--- src/rtl/shift_operand_stage.sv ---
// Operand-preparation stage for a funnel shifter: decodes opcode into (H, L, reverse)
// and holds bundles in a two-entry skid buffer. Define SHIFT_OPERAND_FUNNEL_EN to enable FSR/FSL.
module shift_operand_stage (
   input  logic        clk,
   input  logic        resetn,
   input  logic        in_valid,
   output logic        in_ready,
   input  logic [3:0]  in_op,
   input  logic [31:0] in_a,
   input  logic [31:0] in_b,
   input  logic [4:0]  in_shamt,
   output logic        out_valid,
   input  logic        out_ready,
   output logic [31:0] out_h,
   output logic [31:0] out_l,
   output logic [4:0]  out_shamt,
   output logic        out_reverse,
   output logic        out_illegal
);

   localparam int unsigned DATA_W  = 32;
   localparam int unsigned SHAMT_W = 5;
   localparam int unsigned OP_W    = 4;

   localparam logic [OP_W-1:0] OP_SRL = 4'd0;
   localparam logic [OP_W-1:0] OP_SRA = 4'd1;
   localparam logic [OP_W-1:0] OP_SLL = 4'd2;
   localparam logic [OP_W-1:0] OP_SRO = 4'd3;
   localparam logic [OP_W-1:0] OP_SLO = 4'd4;
   localparam logic [OP_W-1:0] OP_ROR = 4'd5;
   localparam logic [OP_W-1:0] OP_ROL = 4'd6;
   localparam logic [OP_W-1:0] OP_FSR = 4'd7;
   localparam logic [OP_W-1:0] OP_FSL = 4'd8;

   typedef struct packed {
      logic [DATA_W-1:0]  h;
      logic [DATA_W-1:0]  l;
      logic [SHAMT_W-1:0] shamt;
      logic               reverse;
      logic               illegal;
   } bundle_t;

   typedef enum logic [1:0] {
      ST_EMPTY = 2'd0,
      ST_ONE   = 2'd1,
      ST_TWO   = 2'd2
   } state_t;

   state_t  state_q, state_d;
   bundle_t main_q, main_d;
   bundle_t skid_q, skid_d;
   bundle_t dec_c;
   logic    in_ready_q, in_ready_d;
   logic    out_valid_q, out_valid_d;
   logic    in_fire_c, out_fire_c;

`ifndef SHIFT_OPERAND_FUNNEL_EN
   logic unused_in_b;
   assign unused_in_b = ^in_b;
`endif

   // Opcode decode into the fill/data/direction triple; illegal opcodes zero the payload
   always_comb begin
      dec_c         = '0;
      dec_c.l       = in_a;
      dec_c.shamt   = in_shamt;
      case (in_op)
         OP_SRL: dec_c.h = '0;
         OP_SRA: dec_c.h = {DATA_W{in_a[DATA_W-1]}};
         OP_SLL: begin
            dec_c.h       = '0;
            dec_c.reverse = 1'b1;
         end
         OP_SRO: dec_c.h = '1;
         OP_SLO: begin
            dec_c.h       = '1;
            dec_c.reverse = 1'b1;
         end
         OP_ROR: dec_c.h = in_a;
         OP_ROL: begin
            dec_c.h       = in_a;
            dec_c.reverse = 1'b1;
         end
`ifdef SHIFT_OPERAND_FUNNEL_EN
         OP_FSR: dec_c.h = in_b;
         OP_FSL: begin
            dec_c.h       = in_b;
            dec_c.reverse = 1'b1;
         end
`endif
         default: begin
            dec_c         = '0;
            dec_c.illegal = 1'b1;
         end
      endcase
   end

   assign in_fire_c  = in_valid & in_ready_q;
   assign out_fire_c = out_valid_q & out_ready;

   // Skid-buffer next state; main always holds the oldest bundle
   always_comb begin
      state_d = state_q;
      main_d  = main_q;
      skid_d  = skid_q;
      unique case (state_q)
         ST_EMPTY: begin
            if (in_fire_c) begin
               state_d = ST_ONE;
               main_d  = dec_c;
            end
         end
         ST_ONE: begin
            if (in_fire_c && out_fire_c) begin
               main_d = dec_c;
            end else if (in_fire_c) begin
               state_d = ST_TWO;
               skid_d  = dec_c;
            end else if (out_fire_c) begin
               state_d = ST_EMPTY;
            end
         end
         ST_TWO: begin
            if (out_fire_c) begin
               state_d = ST_ONE;
               main_d  = skid_q;
            end
         end
         default: state_d = ST_EMPTY;
      endcase
      in_ready_d  = (state_d != ST_TWO);
      out_valid_d = (state_d != ST_EMPTY);
   end

   always_ff @(posedge clk) begin
      if (!resetn) begin
         state_q     <= ST_EMPTY;
         main_q      <= '0;
         skid_q      <= '0;
         in_ready_q  <= 1'b0;
         out_valid_q <= 1'b0;
      end else begin
         state_q     <= state_d;
         main_q      <= main_d;
         skid_q      <= skid_d;
         in_ready_q  <= in_ready_d;
         out_valid_q <= out_valid_d;
      end
   end

   assign in_ready    = in_ready_q;
   assign out_valid   = out_valid_q;
   assign out_h       = main_q.h;
   assign out_l       = main_q.l;
   assign out_shamt   = main_q.shamt;
   assign out_reverse = main_q.reverse;
   assign out_illegal = main_q.illegal;

endmodule

--- config.mk ---
export PLATFORM = sky130hd
export DESIGN_NAME = shift_operand_stage
export DESIGN_NICKNAME = d
export VERILOG_FILES = /design/src/rtl/shift_operand_stage.sv
export SDC_FILE = /design/constraint.sdc
export NUM_CORES = 1
export LEC_CHECK = 0
export CAP_MARGIN = 30
export CORE_MARGIN = 2
export CORE_UTILIZATION = 30
export DETAILED_ROUTE_END_ITERATION = 8
export PLACE_DENSITY = 0.61
export RECOVER_POWER = 100
export SLEW_MARGIN = 20
export SYNTH_ARGS = -nofsm -noshare
export SYNTH_HDL_FRONTEND = slang
export SYNTH_SLANG_ARGS = --single-unit
--- constraint.sdc ---
create_clock -name clk -period 2.07 [get_ports clk]
set_input_delay 0.207 -clock clk [delete_from_list [all_inputs] [get_ports clk]]
set_output_delay 0.207 -clock clk [all_outputs]
set_load 0.01 [all_outputs]
## Word level (Yosys, flattened, before mapping)

Cells that the tools add are included.

| word-level totals | value |
|---|---|
| bits in read-only memories | 0 |
| memories kept | 0 |
| latch bits | 0 |
| input bits | 77 |
| register bits after elaboration | 146 |
| memory bits (writable) | 0 |

| operators by class | value |
|---|---|
| shift operators | 0 |
| magnitude comparators | 0 |
| reductions and logical operators | 11 |
| div/mod/pow operators | 0 |
| equality and inequality tests | 12 |
| multiplexer cells | 14 |
| multiply operators | 0 |
| bitwise logic cells | 3 |
| add/subtract/negate cells | 0 |

Operators by type and width:

| cell | number |
|---|---|
| $mux 71 | 3 |
| $pmux 71 s3 | 1 |
| $pmux 32 s3 | 1 |
| $mux 37 | 1 |
| $eq 4x3->1 const B | 3 |
| $mux 2 | 5 |
| $eq 4x2->1 const B | 2 |
| $ne 2x2->1 const B | 4 |
| $reduce_or 7->1 | 1 |
| $pmux 2 s3 | 1 |
| $eq 4x1->1 const B | 1 |
| $logic_not 4->1 | 1 |
| $reduce_and 4->1 | 1 |
| $reduce_or 2->1 | 2 |
| $reduce_and 3->1 | 1 |
| $reduce_bool 3->1 | 1 |
| $reduce_or 3->1 | 1 |
| $and 1x1->1 | 2 |
| $eq 2x1->1 const B | 1 |
| $eq 2x2->1 const B | 1 |
| $logic_not 2->1 | 1 |
| $mux 1 | 2 |
| $reduce_bool 2->1 | 1 |
| $logic_and 1x1->1 | 1 |
| $not 1->1 | 1 |

## Depth between registers and ports, before layout

| depth | value |
|---|---|
| word-level depth | 6 |
| gate-level depth with buffers | 7 |
| depth with buffers taken out | 4 |

## Worst setup path before layout

No wires, ideal clock.

| timing | value |
|---|---|
| kind | reg2reg |
| from | register out_valid_q (netlist: out_valid) |
| to | register skid_q[60] in the netlist's numbering |
| path buffers | 1 |
| stages on the path, launching flop included | 6 |
| setup time | 69 ps |
| period minus slack after synthesis | 1668 ps |
| slack | 402 ps |
| arrival | 1599 ps |
| path through | dfxtp_1 -> a21bo_2 -> nor3_4 -> or4b_4 -> buf_6 -> o21ai_1 |

| between the ends | value |
|---|---|
| cells in the longest elaborated chain, start to end | 4 |

RTL lines:

| item | RTL line | RTL |
|---|---|---|
| from (decl) | 54 | `logic out_valid_q, out_valid_d;` |
| from (signal assigned) | 147 | `out_valid_q <= out_valid_d;` |
| $and 1x1->1 | 99 | `assign out_fire_c = out_valid_q & out_ready;` |
| $logic_and 1x1->1 | 114 | `if (in_fire_c && out_fire_c) begin` |
| $not 1->1 (no source line) | -- |  |
| $reduce_and 3->1 (no source line) | -- |  |
| to (signal assigned) | 145 | `skid_q <= skid_d;` |
| to (decl) | 51 | `bundle_t skid_q, skid_d;` |

Every way passes these cells.
A chain may end at the register's enable or synchronous reset.

## Worst setup path in the final report

| timing | value |
|---|---|
| from | register state_q[0] |
| to | register skid_q[16] in the netlist's numbering |

| between the ends | value |
|---|---|
| cells in the longest elaborated chain, start to end | 2 |

RTL lines:

| item | RTL line | RTL |
|---|---|---|
| from (decl) | 49 | `state_t state_q, state_d;` |
| from (signal assigned) | 143 | `state_q <= state_d;` |
| $eq 2x1->1 | 106 | `unique case (state_q)` |
| $reduce_and 3->1 (no source line) | -- |  |

Every way passes these cells.

==> results.sh <==
export IMPL_status="completed"
export IMPL_grt_max_degree=71
export IMPL_crit_slowest_cell="dfxtp_1"
export IMPL_slew_headroom_pct=64.2
export IMPL_path_clk_slew_ns=0.06
export IMPL_yosysMostFrequentCell="dfxtp_1"
export IMPL_yosysTopAreaCell="dfxtp_1"
export IMPL_die_w_um=142
export IMPL_drive_above_1_share_pct=16.3
export IMPL_setup_tns_ns=0
export IMPL_seqPwrFrac_pct=44.6
export IMPL_cp_top_family="buffers and inverters"
export IMPL_fmax_mhz=527
export IMPL_first_pass_iters=7
export IMPL_fin_crit_ns=1.90
export IMPL_finalMaxSlewViolations=0
export IMPL_clkPwrFrac_pct=41.3
export IMPL_p_int_mw=5.06
export IMPL_die_area_mm2=0.0202
export IMPL_ys_async_sr_fraction_pct=0
export IMPL_htree_levels=4
export IMPL_startpoint="state_q[0]$_SDFF_PN0_"
export IMPL_critPathRequiredTime_ns=2.43
export IMPL_cap_violations=0
export IMPL_stdcell_area_mm2=0.00766
export IMPL_cts_hold_buf=0
export IMPL_finalWorstSetupSlack_ns=0.173
export IMPL_cts_tree="yes"
export IMPL_synth_avg_cell_area_um2=9.71
export IMPL_via_count=4972
export IMPL_cts_root_buf="clkbuf_16"
export IMPL_num_io_pins=150
export IMPL_core_mm2=0.0187
export IMPL_dp_hpwl_um=10500
export IMPL_crit_arrival_ns=2.25
export IMPL_grt_pass1_vias=4964
export IMPL_viasPerCell=5.33
export IMPL_numCtsBuffers=17
export IMPL_skew_ns=0.00817
export IMPL_r2r_end="skid_q[16]$_SDFFE_PN0P_"
export IMPL_grt_overflow=0
export IMPL_hp_start="resetn"
export IMPL_synth_top_area_share_pct=51.1
export IMPL_cts_max_path_buffers=2
export IMPL_post_dp_cell_area_mm2=0.00716
export IMPL_hold_class="in -> reg"
export IMPL_synth_distinct_cells=38
export IMPL_drt_total_wl_um=16200
export IMPL_synth_edf_count=0
export IMPL_netSwitchingFraction_pct=25.6
export IMPL_grt_setup_unrepaired="false"
export IMPL_multi_input_area_mm2=0.00250
export IMPL_grt_pass1_wl_um=26000
export IMPL_setup_violations=0
export IMPL_yosys_top_cells_area="dfxtp_1 51%, o21ai_0 8.3%, o2bb2a_2 5.7%"
export IMPL_wl_per_cell_um=17.4
export IMPL_regArea_mm2=0.00292
export IMPL_reg2reg_slack_ns=0.17
export IMPL_crit_fanout=15
export IMPL_finalPower_mw=6.79
export IMPL_power_frac_comb_pct=14.1
export IMPL_p_leak_nw=2.87
export IMPL_reg2regPathDepth=6
export IMPL_gp_congestion=0.783
export IMPL_path_cells="a21bo_1, nor3_1, clkbuf_1, and3_2, clkbuf_4, a22o_1"
export IMPL_start_kind="flip-flop"
export IMPL_track_usage_pct=16.4
export IMPL_worst_slew_pin_slew_ns=0.537
export IMPL_area_growth_pct=34.0
export IMPL_ys_warn_count=0
export IMPL_endpoint_kind="flip-flop"
export IMPL_critPathBufInv=2
export IMPL_pre_cts_ws_ns=-0.0559
export IMPL_p_per_area_mw_per_mm2=887
export IMPL_dp_cells=904
export IMPL_ys_seq_elements=146
export IMPL_yosys_top_cells_count="146 x dfxtp_1, 95 x o21ai_0, 43 x a21oi_1"
export IMPL_instances_no_fill=933
export IMPL_initial_core_util_pct=30.6
export IMPL_drtIter0Drc=408
export IMPL_cts_resized=0
export IMPL_r2r_start="state_q[0]$_SDFF_PN0_"
export IMPL_max_stage_delay_ns=0.37
export IMPL_diodes=0
export IMPL_nFillCells=1769
export IMPL_die_y_um=142
export IMPL_post_cts_setup_buffer_count=0
export IMPL_antenna_found_initial=0
export IMPL_row_count=50
export IMPL_syn_nets=666
export IMPL_cts_sinks=146
export IMPL_synth_seq_area_share_pct=51.1
export IMPL_synth_area_mm2=0.00572
export IMPL_power_switching_mw=1.74
export IMPL_hold_viol_final=0
export IMPL_clock_latency_ns=0.41
export IMPL_ant_nets=0
export IMPL_numPortBuffers=117
export IMPL_hold_end="out_valid$_SDFF_PN0_"
export IMPL_synth_top_flop_cell="dfxtp_1"
export IMPL_nets=766
export IMPL_crit_type="reg -> reg"
export IMPL_ir_drop_mv=0.564
export IMPL_final_period_utilization_pct=91.7
export IMPL_synthCells=589
export IMPL_whs_path_depth=3
export IMPL_drc=0
how the worst max path moves through the flow:
stage                              endpoint  slack [ns]  cells past startpoint
detailed placement  skid_q[59]$_SDFFE_PN0P_       -0.06                      5
global route          out_l[6]$_SDFFE_PN0P_        0.04                      5
global placement    skid_q[44]$_SDFFE_PN0P_        0.04                      5
floorplan           skid_q[60]$_SDFFE_PN0P_        0.40                      5
finish              skid_q[16]$_SDFFE_PN0P_        0.17                      6
CTS                  out_h[25]$_SDFFE_PN0P_        0.21                      5
area by class of cell:
| cell class | count | share of cell area (%) |
|---|---|---|
| sequential | 146 | 38.2 |
| timing repair buffer | 140 | 18.4 |
| multi-input combinational | 383 | 32.6 |
| clock buffer | 19 | 5.78 |
| tap | 234 | 3.82 |
| clock inverter | 10 | 1.18 |
| inverter | 1 | 0.0490 |
state kept, by name (all words and copies together) (netlist names):
register     flops
out_l           32
out_h           32
out_shamt        5
out_illegal      1
out_valid        1
skid_q          71
out_reverse      1
in_ready         1
state_q          2
cells in the final DEF (no fill, tap or decap), types with 2 or more instances in the layout:
| cell type | netlist | final |
|---|---|---|
| dfxtp_1 | 146 | 146 |
| o21ai_0 | 95 | 132 |
| dlygate4sd3_1 | 0 | 73 |
| a21oi_1 | 43 | 43 |
| clkdlybuf4s50_1 | 0 | 43 |
| a22oi_1 | 37 | 37 |
| a22o_1 | 37 | 37 |
| nand2_1 | 36 | 36 |
| a21oi_2 | 29 | 29 |
| o2bb2a_2 | 29 | 27 |
| clkbuf_16 | 0 | 17 |
| buf_4 | 2 | 10 |
| nor2_1 | 9 | 9 |
| buf_12 | 0 | 7 |
| clkinvlp_4 | 0 | 6 |
| nor3_1 | 3 | 4 |
| o2bb2a_1 | 2 | 4 |
| clkbuf_1 | 35 | 4 |
| clkinv_2 | 0 | 3 |
| o21ai_1 | 40 | 2 |
| nand3_1 | 2 | 2 |
| mux2i_1 | 2 | 2 |
| a211oi_1 | 2 | 2 |
| buf_2 | 13 | 2 |
stage by stage:
stage | util (%) | hold WS [ns]
2_1_floorplan | - | 0.333
3_3_place_gp | 38.3 | 0.431
3_5_place_dp | 38.3 | 0.440
4_1_cts | 41.1 | 0.155
5_1_grt | 40.9 | 0.192
6_report | 40.9 | 0.171
power groups by stage:
stage / Sequential, mW / Combinational (mW) / Clock (mW)
6_report: 3.03 / 0.957 / 2.80
3_3_place_gp: 3.10 / 0.999 / 0
4_1_cts: 3.04 / 1.02 / 2.87
2_1_floorplan: 3.15 / 0.436 / 0
3_5_place_dp: 3.10 / 1.02 / 0
5_1_grt: 3.05 / 1.05 / 3.00
kinds of logic after synthesis:
group	after synthesis	share of synthesized area, %
AOI/OAI and AO/OA	322	38.4
buffers and inverters	60	5.27
DFF	146	51.1
muxes	2	0.350
and+or+nand+nor	59	4.90
routing by layer:
layer / wire length (um) / up-vias / share of wire (%) / global-route usage, %
met4: 156 / 0 / 0.96 / 5.68
li1: - / 2389 / - / -
met1: 7240 / 2432 / 45 / 20.0
met2: 7950 / 138 / 49 / 27.8
met5: 0 / - / 0 / 0
met3: 882 / 13 / 5.4 / 4.71
worst min-delay path, cell delays in order:
cell    delay [ns]
buf_2         0.11
inv_1         0.12
nor2_1        0.11
Power figures use the tool's default switching activity.
